===== src/rtl/ram_bank.sv =====
// Word-addressed RAM with a memory address register, set/enable bus semantics,
// MAR auto-increment, a background zero-fill engine and ungated monitor taps.
module ram_bank #(
  parameter int WIDTH  = 8,
  parameter int ADDR_W = 8
) (
  input  logic              clk,
  input  logic              reset,
  input  logic [WIDTH-1:0]  bus_in,
  input  logic              mar_set,
  input  logic              ram_set,
  input  logic              ram_en,
  input  logic              auto_inc,
  input  logic              clear_req,
  output logic [WIDTH-1:0]  bus_out,
  output logic              busy,
  output logic [ADDR_W-1:0] mar_monitor,
  output logic [WIDTH-1:0]  data_monitor
);
  localparam int DEPTH = 2**ADDR_W;

  // The MAR is loaded from the data bus, so it cannot be wider than a word.
  generate
    if (ADDR_W > WIDTH) begin : g_bad_params
      $error("ram_bank: ADDR_W (%0d) must not exceed WIDTH (%0d)", ADDR_W, WIDTH);
    end
  endgenerate

  typedef enum logic {IDLE, CLEAR} state_t;

  state_t            state_q, state_d;
  logic [ADDR_W-1:0] mar_q, mar_d;
  logic [ADDR_W-1:0] ptr_q, ptr_d;
  logic [WIDTH-1:0]  mem [DEPTH];

  always_ff @(posedge clk or posedge reset) begin
    if (reset) begin
      state_q <= IDLE;
      mar_q   <= '0;
      ptr_q   <= '0;
    end else begin
      state_q <= state_d;
      mar_q   <= mar_d;
      ptr_q   <= ptr_d;
    end
  end

  always_comb begin
    state_d = state_q;
    mar_d   = mar_q;
    ptr_d   = ptr_q;
    case (state_q)
      IDLE: begin
        if (mar_set)
          mar_d = bus_in[ADDR_W-1:0];
        else if (auto_inc && (ram_set || ram_en))
          mar_d = mar_q + 1'b1;
        if (clear_req) begin
          state_d = CLEAR;
          ptr_d   = '0;
        end
      end
      CLEAR: begin
        // Pointer wraps back to zero on the final word, ready for the next clear.
        ptr_d = ptr_q + 1'b1;
        if (ptr_q == '1)
          state_d = IDLE;
      end
      default: state_d = IDLE;
    endcase
  end

  // Storage is deliberately not reset; the clear engine is the way to zero it.
  always_ff @(posedge clk) begin
    if (state_q == CLEAR)
      mem[ptr_q] <= '0;
    else if (ram_set)
      mem[mar_q] <= bus_in;
  end

  assign busy         = (state_q == CLEAR);
  assign mar_monitor  = mar_q;
  assign data_monitor = mem[mar_q];
  // AND-gating keeps bus_out a clean zero even if the array holds unknowns.
  assign bus_out      = data_monitor & {WIDTH{ram_en && !busy}};

endmodule


===== config.mk =====
export PLATFORM = sky130hd
export DESIGN_NAME = ram_bank
export DESIGN_NICKNAME = d
export VERILOG_FILES = /design/src/rtl/ram_bank.sv
export SDC_FILE = /design/constraint.sdc
export NUM_CORES = 2
export LEC_CHECK = 0
export ABC_CLOCK_PERIOD_IN_PS = 7050
export CORE_MARGIN = 3
export CORE_UTILIZATION = 54
export DETAILED_ROUTE_END_ITERATION = 10
export PLACE_DENSITY_LB_ADDON = 0.1
export SYNTH_ARGS = -nofsm -noshare
export SYNTH_HDL_FRONTEND = slang
export SYNTH_SLANG_ARGS = --single-unit

===== constraint.sdc =====
create_clock -name clk -period 7.05 [get_ports clk]
set_input_delay 1.41 -clock clk [delete_from_list [all_inputs] [get_ports clk]]
set_output_delay 1.41 -clock clk [all_outputs]
set_load 0.01 [all_outputs]

======== After elaboration in Yosys (flattened, before gate mapping) ========
Memories as Yosys holds them, arrays and structs flattened.
Index checks and enable logic that the tools add are counted.
storage, ports and cells
  memories kept ........................... 1
  input port bits ......................... 15
  bits in writable memories ............... 2048
  logic and storage cells ................. 32
  flip-flop bits (word level) ............. 17
memories
  memory  words  width  read ports  clocked after memory_dff  write ports  RTL line  text
  mem     256    8      1           0                         1            34        logic [WIDTH-1:0] mem [DEPTH];
operators by class
  mux-type cells .......................... 15
  bitwise gates (word level) .............. 2
  add/subtract/negate cells ............... 2
  equal/unequal tests ..................... 2
  reduce and logical (&&, ||, !) cells .... 7
operator list
  operator                                                        number
  8-bit 2-to-1 mux                                                5
  8-bit by 1-bit adder with 8-bit output (second input constant)  2
  8-bit one-hot mux with 2 select lines                           1
  8-bit AND                                                       1
  8-bit == test (second input constant)                           1
  1-bit 2-to-1 mux                                                8
  8-bit OR reduction                                              1
  1-bit logical AND                                               2
  2-bit != test (second input constant)                           1
  1-bit one-hot mux with 2 select lines                           1
  2-bit AND reduction                                             1
  2-bit nonzero test                                              1
  1-bit logical NOT                                               1
  1-bit logical OR                                                1
  1-bit inverter                                                  1

======== Depth between registers and ports, before layout ========
  depth in word-level cells ............... 5
  depth in mapped cells ................... 12
  mapped depth without buffers ............ 6

======== Least setup slack after synthesis ========
No wires, ideal clock.
  path kind ............................... input to register
  from .................................... input port ram_set
  to ...................................... memory mem[0][0] (data pin)
  stages on the path ...................... 3
  path slack .............................. 0.919 ns
  data required time ...................... 6.181 ns
  arrival time ............................ 5.262 ns
  cell sequence ........................... nor2b_1 > clkbuf_1 > and2_1
on the way
  longest elaborated chain between the ends .. 5
RTL lines
  what                                    RTL line  text
  start: declaration                      11        input logic ram_set,
  1-bit 2-to-1 mux                        77        else if (ram_set)
  1-bit 2-to-1 mux                        75        if (state_q == CLEAR)
  1-bit 2-to-1 mux (not written as such)  78        mem[mar_q] <= bus_in;
  8-bit OR reduction (no source line)     -
  8-bit 2-to-1 mux (no source line)       -
  end: declaration                        34
Every way passes these cells.

======== Final worst setup path ========
  from .................................... register mar_q[4], in the netlist mar_monitor[4]
  to ...................................... output port bus_out[0]
on the way
  longest elaborated chain between the ends .. 2
RTL lines
  what                      RTL line  text
  start: declaration        32        logic [ADDR_W-1:0] mar_q, mar_d;
  start signal: assignment  43        mar_q <= mar_d;
  memory 256 x 8 bit        -
  8-bit AND                 85        assign bus_out = data_monitor & {WIDTH{ram_en && !busy}};
  end: declaration          15        output logic [WIDTH-1:0] bus_out,
Every way passes these cells.

==> results.yml <==
routing:
  highest_layer: "met5"
  vias_per_cell: 6.416
  wl_met3_um: 16990
  wl_met2_um: 94930
  wl_um: 201200
  wl_met1_um: 82790
  drc: 0
  drtPass1Iterations: 6
  vias: 40220
  drt_iter0_drc: 4420
  ant_nets: 0
  wl_per_cell_um: 32.10
yosys:
  synth_edf_count: 2048
  synth_top_cell_by_area: "edfxtp_1"
  yosysSeqAreaShare_pct: 76.05
  synthArstFlopShare_pct: 0.8232
  postSynthAreaPerCell_um2: 20.45
  synth_warnings: 0
  synth_area_mm2: 0.08143
  synth_commonest_cells: "edfxtp_1 (2048), mux4_2 (424), nor2_1 (281)"
  synth-main-ff-cell: "edfxtp_1"
  synth.most_common_cell: "edfxtp_1"
  synthesis.instances: 3982
  synth_fp_nets: 3999
  synth_seq_cells: 2065
  yosys-top-cells-area: "edfxtp_1 (76%), mux4_2 (12%), mux2i_1 (3.2%)"
  synth.top_cell.area_share_pct: 75.53
  synth_cell_type_count: 67
status:
  status: "finished, final reports clean"
setup_path:
  arrival_ps: 5430
  cp_cell_sequence: "inv_1 -> nand3_1 -> a211oi_1 -> a2111oi_0 -> buf_4 -> a31oi_1 -> a211oi_2 -> clkdlybuf4s50_1"
  worst_path_largest_cell_delay_ps: 820
  setup.worst_path.start_class: "flip-flop"
  path_max_fanout: 16
  worstSetupPathType: "flip-flop to primary output"
  critPathRequiredTime_ps: 5640
  cp-end-kind: "primary output"
  cp_slowest_cell: "a211oi_1"
grt:
  grt_pass1_vias: 40890
  track_usage_pct: 26.08
  grt-ovfl-total: 0
  grt_pass1_wl_um: 293300
  antenna_found_initial: 8
  grt_max_degree: 149
worst_hold_path:
  hold_class: "flip-flop to flip-flop"
cts:
  cts_hold_buffers: 0
  cts_sinks: 2065
  clk_pin_slew_worst_paths_ps: 70
  post_cts_buffers: 0
  cts_tree: "done"
  cts-root-buf: "clkbuf_16"
  insertion_delay_ps: 820
  numCtsBuffers: 203
  cts.path.max_buffers: 3
  htreeDepth: 4
  ctsResizeCount: 0
timing:
  finalMaxSlewViolations: 0
  fin_crit_ps: 6839
  tightest_slew_ps: 1306
  fin_tns_setup_ps: 0
  slew_headroom_pct: 12.60
  rsz0062_at_grt: "false"
  max_freq_ghz: 0.1462
  hold_viol_final: 0
  period_share_pct: 97.00
  setup_violations: 0
  finClkSkew_ps: 24.43
floorplan:
  initial_utilization_pct: 54.75
  num_rows: 141
  core_mm2: 0.1487
  die_area_mm2: 0.1555
  io_pins: 40
  die_h_um: 394.3
  die_w_um: 394.3
layout:
  final_cell_area_mm2: 0.09031
  nets: 4126
  multi_input_area_mm2: 0.01785
  register_area_mm2: 0.06194
  syn_to_final_growth_pct: 10.90
  drive_gt1_share_pct: 20.94
  nFillCells: 10530
placement:
  gp_congestion: 0.8761
  post_dp_cell_area_mm2: 0.08399
  place_hpwl_um: 123000
  port_buffers: 39
power_and_ir_drop:
  leakagePower_nw: 29.54
  irDropWorstVdd_v: 0.0003063
  p_per_area_mw_per_mm2: 372.8
flow_run:
  cap_violations: 0
==> per-stage QoR <==
step	worst slack, ps	utilization (%)	hold WS (ps)	total power, W	std cells
6_report	211.3	60.72	569.7	0.03367	6268
5_1_grt	35.06	60.72	581.0	0.03474	6266
4_1_cts	121.6	60.71	559.7	0.03378	6266
3_5_place_dp	1057	56.47	551.1	0.02343	5906
3_3_place_gp	1062	56.43	532.4	0.02341	5902
2_1_floorplan	918.5	-	489.0	0.02034	3982
==> registers in the layout (all words and copies together) (netlist names) <==
signal and cells:
mar_monitor 8, ptr_q 8, mem 2048, busy 1
==> critical path: cells and delay by family (launching register included) <==
| kind | cells | cell delay (ps) |
|---|---|---|
| and+or+nand+nor | 1 | 710 |
| AOI/OAI and AO/OA | 4 | 1810 |
| DFF | 1 | 570 |
| buffers and inverters | 3 | 1490 |
==> path summary, 6_finish.rpt <==
check                           cells past startpoint                          to                        from  slack (ps)
worst max register to register                      4       mem[123][1]$_DFFE_PP_  mar_monitor[6]$_DFFE_PP0P_        2130
max in group asynchronous                           2  mar_monitor[2]$_DFFE_PP0P_                       reset        5260
min in group asynchronous                           2  mar_monitor[3]$_DFFE_PP0P_                       reset        1200
worst min-delay path                                1        ptr_q[6]$_DFFE_PP0P_        ptr_q[6]$_DFFE_PP0P_         570
worst min register to register                      1        ptr_q[6]$_DFFE_PP0P_        ptr_q[6]$_DFFE_PP0P_         570
worst max-delay path                                8                  bus_out[0]  mar_monitor[4]$_DFFE_PP0P_         210
==> cells in the final DEF (no fill, tap or decap), types with 22 or more instances in the layout <==
cell type and n:
o21ai_0 39, edfxtp_1 2048, nor2_1 278, a31oi_1 38, a211oi_1 23, a22o_1 48, mux2i_1 259, o22a_1 22
nand2_1 119, o22ai_1 34, clkbuf_16 207, buf_12 27, clkinv_2 42, buf_4 91, a22oi_1 63, clkinv_1 47
clkbuf_1 36, a21oi_1 31, mux4_2 424, nor2b_1 33, clkdlybuf4s50_1 39, nand3_1 63
==> cell type report <==
cell class | count | area share, %
Tap cell | 2002 | 2.774
Inverter | 6 | 0.02494
Sequential cell | 2065 | 68.59
Timing Repair Buffer | 161 | 1.854
Clock inverter | 117 | 1.101
Clock buffer | 243 | 5.886
Antenna cell | 2 | 0.005542
Multi-Input combinational cell | 1672 | 19.76
==> metal layers <==
layer	vias up	global-route usage [%]
li1	16730	-
met1	21470	37.49
met2	1646	40.07
met3	361	6.078
met4	4	8.443
met5	-	0
==> power by group <==
| group | switching (W) | leakage, nW | internal, W | total, W |
|---|---|---|---|---|
| clock | 0.00450 | 3.11 | 0.00592 | 0.0104 |
| combinational | 0.00549 | 6.21 | 0.00375 | 0.00924 |
| sequential | 0.000388 | 20.2 | 0.0136 | 0.0140 |
| total | 0.0104 | 29.5 | 0.0233 | 0.0337 |
==> cells by family (layout without fill, tap and decap cells) <==
family	count (synthesis)	count (layout)	share of synthesized area (%)
simple gates	598	598	3.328
fa+ha+maj	2	2	0.03073
buf+inv	245	527	2.090
other cells	0	2	0
flops	2065	2065	76.05
compound gates	380	380	3.468
mux	692	692	15.04
Power figures use the tool's default switching activity.
